==> src/rtl/bus_target_regs.sv <==
// bus_target_regs: memory-mapped register bank on the CPU native bus with programmable wait states.
// Define BUS_TARGET_ERR_EN for o_bus_err on misses and a read-only saturating miss counter in register 1.
module bus_target_regs #(
    parameter int                WAIT_STATES = 2,
    parameter int                NUM_REGS    = 16,
    parameter int                DATA_W      = 32,
    parameter logic [DATA_W-1:0] BASE_ADDR   = 32'h0000_F000,
    parameter logic [DATA_W-1:0] ID_VALUE    = 32'h6583_2001,
    parameter logic [DATA_W-1:0] MISS_DATA   = 32'hDEAD_BEEF
) (
    input  logic              i_cpu_clk,
    input  logic              i_rst_n,
    input  logic              i_bus_clk,
    input  logic              i_bus_we,
    input  logic [DATA_W-1:0] i_bus_addr,
    input  logic [DATA_W-1:0] i_bus_data,
    output logic [DATA_W-1:0] o_bus_data,
    output logic              o_bus_data_ready,
    output logic              o_bus_err,
    output logic              o_hit
);
    localparam int IW = $clog2(NUM_REGS);
    localparam logic [DATA_W-1:0] ONE = 1;
`ifdef BUS_TARGET_ERR_EN
    localparam bit ERR_EN = 1'b1;
`else
    localparam bit ERR_EN = 1'b0;
`endif

    typedef enum logic [1:0] {S_IDLE, S_WAIT, S_RESP, S_HOLD} state_t;

    state_t              state_q, state_d;
    logic [3:0]          cnt_q, cnt_d;
    logic                we_q, we_d, hit_q, hit_d, rdy_q, rdy_d, err_q, err_d;
    logic [IW-1:0]       idx_q, idx_d;
    logic [DATA_W-1:0]   wdata_q, wdata_d, rdata_q, rdata_d;
    logic [DATA_W-1:0]   regs_q [NUM_REGS];
    logic                hit, wr_en, miss_inc;
    logic [DATA_W-1:0]   rd_val;

    assign hit = (i_bus_addr[DATA_W-1:IW+2] == BASE_ADDR[DATA_W-1:IW+2]) && (i_bus_addr[1:0] == 2'b00);
    assign rd_val = (idx_q == '0) ? ID_VALUE : regs_q[idx_q];
    // Index 0 is the ID; index 1 becomes the miss counter when the error feature is built in.
    assign wr_en = (state_q == S_RESP) && hit_q && we_q && (idx_q != '0) && !(ERR_EN && idx_q == IW'(1));
    assign miss_inc = ERR_EN && (state_q == S_RESP) && !hit_q;

    always_comb begin
        state_d = state_q;
        cnt_d   = cnt_q;
        we_d    = we_q;
        hit_d   = hit_q;
        idx_d   = idx_q;
        wdata_d = wdata_q;
        rdata_d = rdata_q;
        rdy_d   = rdy_q;
        err_d   = err_q;
        case (state_q)
            S_IDLE: if (i_bus_clk) begin
                we_d    = i_bus_we;
                hit_d   = hit;
                idx_d   = i_bus_addr[IW+1:2];
                wdata_d = i_bus_data;
                cnt_d   = 4'(WAIT_STATES);
                state_d = (WAIT_STATES == 0) ? S_RESP : S_WAIT;
            end
            S_WAIT: begin
                cnt_d = cnt_q - 4'd1;
                if (!i_bus_clk) begin
                    hit_d   = 1'b0;
                    state_d = S_IDLE;
                end else if (cnt_q <= 4'd1) state_d = S_RESP;
            end
            S_RESP: begin
                rdy_d   = 1'b1;
                err_d   = ERR_EN && !hit_q;
                rdata_d = !hit_q ? MISS_DATA : (!we_q ? rd_val : rdata_q);
                state_d = S_HOLD;
            end
            S_HOLD: if (!i_bus_clk) begin
                rdy_d   = 1'b0;
                err_d   = 1'b0;
                hit_d   = 1'b0;
                state_d = S_IDLE;
            end
        endcase
    end

    always_ff @(posedge i_cpu_clk or negedge i_rst_n) begin
        if (!i_rst_n) begin
            state_q <= S_IDLE;
            cnt_q   <= '0;
            we_q    <= 1'b0;
            hit_q   <= 1'b0;
            idx_q   <= '0;
            wdata_q <= '0;
            rdata_q <= '0;
            rdy_q   <= 1'b0;
            err_q   <= 1'b0;
        end else begin
            state_q <= state_d;
            cnt_q   <= cnt_d;
            we_q    <= we_d;
            hit_q   <= hit_d;
            idx_q   <= idx_d;
            wdata_q <= wdata_d;
            rdata_q <= rdata_d;
            rdy_q   <= rdy_d;
            err_q   <= err_d;
        end
    end

    always_ff @(posedge i_cpu_clk or negedge i_rst_n) begin
        if (!i_rst_n) regs_q <= '{default: '0};
        else begin
            if (wr_en) regs_q[idx_q] <= wdata_q;
            if (miss_inc && !(&regs_q[1])) regs_q[1] <= regs_q[1] + ONE;
        end
    end

    assign o_bus_data       = rdata_q;
    assign o_bus_data_ready = rdy_q;
    assign o_bus_err        = err_q;
    assign o_hit            = hit_q;
endmodule

==> config.mk <==
export PLATFORM = sky130hd
export DESIGN_NAME = bus_target_regs
export DESIGN_NICKNAME = d
export VERILOG_FILES = /design/src/rtl/bus_target_regs.sv
export SDC_FILE = /design/constraint.sdc
export NUM_CORES = 1
export LEC_CHECK = 0
export CORE_MARGIN = 2
export CORE_UTILIZATION = 34
export CTS_CLUSTER_SIZE = 30
export DETAILED_ROUTE_END_ITERATION = 7
export DONT_BUFFER_PORTS = 1
export GPL_ROUTABILITY_DRIVEN = 0
export PLACE_DENSITY = 0.6
export SYNTH_ARGS = -nofsm -noshare
export SYNTH_HDL_FRONTEND = slang
export SYNTH_SLANG_ARGS = --single-unit
==> constraint.sdc <==
create_clock -name i_cpu_clk -period 3.95 [get_ports i_cpu_clk]
set_clock_uncertainty 0.05 [all_clocks]
set_input_delay 0.395 -clock i_cpu_clk [delete_from_list [all_inputs] [get_ports i_cpu_clk]]
set_output_delay 0.395 -clock i_cpu_clk [all_outputs]
set_load 0.02 [all_outputs]
After elaboration in Yosys (flattened, before gate mapping) --
Cells that the tools add are included. Widths: inputs -> output; s select.
Storage, ports and cells: memories kept 0, register bits after elaboration 590, logic and storage cells 79, RAM bits 0, input port bits 68, bits in latches 0, bits in read-only memories 0
Cells by class: divide/modulo/power cells 0, equality and inequality tests 9, bitwise gates (word level) 1, mux-type cells 21, add/sub/neg operators 1, shift-type cells 0, order comparisons 3, reductions and logical operators 19, $mul 0
Operators by type and width (number):
- $bwmux 512 | 1
- $mux 32 | 6
- $bmux 32 s4 | 1
- $demux 32 s4 | 1
- $eq 26x10->1 const B | 1
- $mux 2 | 4
- $ne 2x2->1 const B | 4
- $pmux 2 s4 | 1
- $pmux 4 s2 | 1
- $reduce_and 2->1 | 4
- $pmux 1 s2 | 3
- $reduce_and 3->1 | 2
- $reduce_bool 2->1 | 3
- $ge 5x5->1 const B | 1
- $logic_and 1x1->1 | 5
- $lt 5x1->1 const B | 1
- $not 4->5 | 1
- $eq 2x2->1 const B | 2
- $le 4x1->1 const B | 1
- $logic_not 2->1 | 2
- $logic_not 4->1 | 1
- $mux 4 | 1
- $reduce_bool 4->1 | 1
- $sub 4x1->4 const B | 1
- 4 further kinds | 5

Longest topological paths before layout --
depth in word-level cells 7, depth in mapped cells 9, gate-level depth less buffers 6

Worst setup path before layout --
Ideal clock, no wire load.
path kind reg2reg, start point register idx_q[0], end point register rdata_q[14], in the netlist o_bus_data[14], arrival time 1.831 ns, path slack 1.948 ns, setup time 0.121 ns, buffers on the path 3, stages on the path, launching flop included 8, cells stage by stage dfrtp_1 > buf_2 > buf_6 > buf_2 > mux4_2 > a22oi_1 > nand2_1 > a22o_1
Between the ends: word-level cells in the longest chain between the ends 7
RTL lines:
- from (decl) | RTL line 35 | logic [IW-1:0] idx_q, idx_d;
- from (signal assigned) | RTL line 104 | idx_q <= idx_d;
- $not 4->5 (implied by the code) | RTL line 42 | assign rd_val = (idx_q == '0) ? ID_VALUE : regs_q[idx_q];
- $bmux 32 s4 | RTL line 42
- $mux 32 (implied by the code) (2 in a row) | RTL line 42
- $mux 32 (*) | RTL line 42
- $mux 32 (*) (2 in a row) | RTL line 76 | rdata_d = !hit_q ? MISS_DATA : (!we_q ? rd_val : rdata_q);
- to (signal assigned) | RTL line 106 | rdata_q <= rdata_d;
- to (decl) | RTL line 36 | logic [DATA_W-1:0] wdata_q, wdata_d, rdata_q, rdata_d;
Mark *: on every way between the ends. The rest lies on a longest branch, timed or not. The select of a mux whose other input is x is not followed. A chain may end at the register's enable or synchronous reset.

==> impl_metrics.ini <==
[power_and_ir_drop]
clkPwrFrac_pct = 36.3
p_leak_nw = 13.6
power_frac_comb_pct = 16.3
switching_share_pct = 32.5
power_mw = 15.8
internal_power_mw = 10.7
power_density_mw_per_mm2 = 547
switching_power_mw = 5.15
ir_worst_vdd_mv = 0.494
pwr-share-seq_pct = 47.4

[worst_setup_path]
path_buf_inv = 1
cp_top_family = simple AND/OR/NAND/NOR gates
cpPeakStageDelay_ps = 620
crit_path_max_fanout = 13
path_depth = 6
critical-path-slowest-cell = nor3_4
required_ps = 4390
crit_chain = nor2b_1, and3_1, nand3_1, nor3_4, buf_4, mux2_2
crit_path_end_kind = flip-flop
arrival_ps = 3520
crit_type = reg -> reg
start_kind = flip-flop
worst-r2r-cell-count = 6

[synth]
yosysWarnings = 0
synth_xor_area_share_pct = 0
ys.flop_type = dfrtp_1
yosysSeqAreaShare_pct = 57.1
ys_types = 49
mappedNetlistArea_mm2 = 0.0256
synthAdderAreaFrac_pct = 0.0979
synth_top_family_by_area = multiplexers
synthesis.instances = 1630
yosys.area.top_type_share_pct = 57.1
yosys.area_share.simple_pct = 1.98
synth_nets = 1700
synth.largest_area_cell = dfrtp_1
synth-edff-count = 0
synth_seq_cells = 583
ys_async_sr_fraction_pct = 100
syn_avg_cell_area_um2 = 15.7
synth_area_leaders = dfrtp_1 57%, mux2_2 22%, mux4_2 10%, a22oi_1 1.5%, clkbuf_1 1.2%
yosys-mux-area-fraction_pct = 34.0
synth_compound_area_share_pct = 3.65

[global_routing]
grt_pass1_vias = 15200
grt-ovfl-total = 0
antenna_found_initial = 2
grt_pass1_wl_um = 96500
grt_start_max_net_pins = 584
grtUsageTotal_pct = 16.3

[clocking]
cts.sinks = 583
cts_tree = built
htreeDepth = 2
ctsResizeCount = 0
postCtsHoldBufs = 38
cts_root_buf = clkbuf_16
worstSkewPairLatency_ps = 630
post-cts-setup-buffers = 0
clk_pin_slew_ps = 60
clockBufferDepth = 3
cts_buffers = 61

[worst_hold_path]
hold_path_class = in -> async

[floorplan]
die_x_um = 278
std_cell_rows = 100
pin_count = 103
die_area_mm2 = 0.0774
core_area_mm2 = 0.0744
die_y_um = 278
start_util_pct = 34.3

[status]
violations = hold timing, slew limit
status = finished, violations left

[placed_design]
preCtsSetupSlack_ps = 914
placed_area_mm2 = 0.0265
port_buffers = 0
place_hpwl_um = 36900
dpl.cell_count = 2479

[routing]
vias = 14100
drc = 0
first_pass_iters = 4
ant_nets = 0
vias_per_cell = 5.38
drt_first_iter_violations = 989
wl_um = 62300
drt-wirelength-per-cell_um = 23.7

[timing]
finalHoldViolCount = 583
max_freq_mhz = 325
hold_slack_ps = -593
finalCritPeriodShare_pct = 77.8
rsz0062_at_grt = no
setup-tns-final_ps = 0
drv_slew = 173
fin_crit_ps = 3070
finalSetupViolations = 0
slew_headroom_pct = -21.5
fin_ws_ps = 876
worst_pin_slew_ps = 1820

[final_layout]
drive_gt1_share_pct = 47.3
nFillCells = 6826
layout_commonest_cell = dfrtp_1
final_cell_mix = 581 x dfrtp_1, 502 x mux2_2, 118 x mux4_2, 61 x clkbuf_16, 52 x a22oi_1
areaGrowthSynthToFinish_pct = 13.1
final_cells = 2631
final_cell_area_mm2 = 0.0289
nNetsFinal = 1681

[flow_run]
drv_cap = 0
-- power by group through the flow --
stage                     clock network [mW]  logic (mW)  registers (mW)
after global routing                    6.12        2.75            7.63
after floorplan                            0        2.28            6.80
after global placement                     0        2.58            7.59
final                                   5.75        2.58            7.51
after CTS                               5.89        2.62            7.52
after detailed placement                   0        2.58            7.63
-- synthesized netlist by cell type (2+ instances only) --
master	count
a21o_1	3
a21oi_1	10
a221o_1	18
a22o_1	7
a22oi_1	52
a2bb2oi_1	2
a31oi_1	8
and2_1	3
buf_1	4
buf_2	49
buf_4	23
buf_6	6
clkbuf_1	82
dfrtp_1	583
ha_1	2
inv_1	5
mux2_1	22
mux2_2	502
mux2i_1	13
mux4_2	118
nand2_1	42
nand2b_1	5
nand4_1	2
nor2_1	19
nor2_2	2
nor2b_1	6
nor3_1	4
nor3_2	2
nor4_1	5
o211ai_1	4
o21a_1	3
o21ai_0	6
o221ai_1	2
-- sequential cells by signal, summed over array words and instances, names as in the netlist, named ones only --
name and cells:
regs_q 506, o_bus_data 32, wdata_q 32, cnt_q 4, idx_q 4, o_bus_data_ready 1
o_hit 1, state_q 1, we_q 1
-- kinds of logic after synthesis --
group	after synthesis
mux	655
buf+inv	169
flops	583
fa+ha+maj	2
other cells	1
compound gates	120
simple gates	100
-- final cells by class --
type | instances | area (um2) | area share (%)
antenna | 1 | 2.50 | 0.00865
clock buffer | 92 | 1790 | 6.20
clock inverter | 21 | 228 | 0.787
inverter | 5 | 18.8 | 0.0649
multi-input combinational | 878 | 10300 | 35.5
sequential | 583 | 14600 | 50.5
tap | 969 | 1210 | 4.19
timing repair buffer | 82 | 811 | 2.80
-- per-stage QoR --
stage	hold slack, ps	utilization [%]
global route	-625	38.9
global placement	72.4	35.6
detailed placement	88.8	35.6
finish	-593	38.9
CTS	-596	38.8
floorplan	49.4	-
-- final timing paths --
check / start / end / slack, ps
setup / recovery: flip-flop / regs_q[387]$_DFFE_PN0P_ / 880
hold / removal: i_rst_n / regs_q[9]$_DFFE_PN0P_ / -590
setup reg to reg: flip-flop / regs_q[387]$_DFFE_PN0P_ / 880
max in group asynchronous: i_rst_n / o_bus_data[23]$_DFFE_PN0P_ / 2990
min in group i_cpu_clk: i_bus_clk / cnt_q[0]$_DFFE_PN0P_ / 120
hold reg to reg: regs_q[500]$_DFFE_PN0P_ / regs_q[500]$_DFFE_PN0P_ / 320
-- routing by layer --
metal / up-vias / routed length, um / track usage (%)
met4: 2 / 1580 / 4.67
li1: 6014 / - / -
met3: 103 / 3010 / 2.85
met5: - / 11 / 0
met1: 7741 / 28300 / 22.7
met2: 284 / 29400 / 26.1
(Power assumes the default switching activity.)
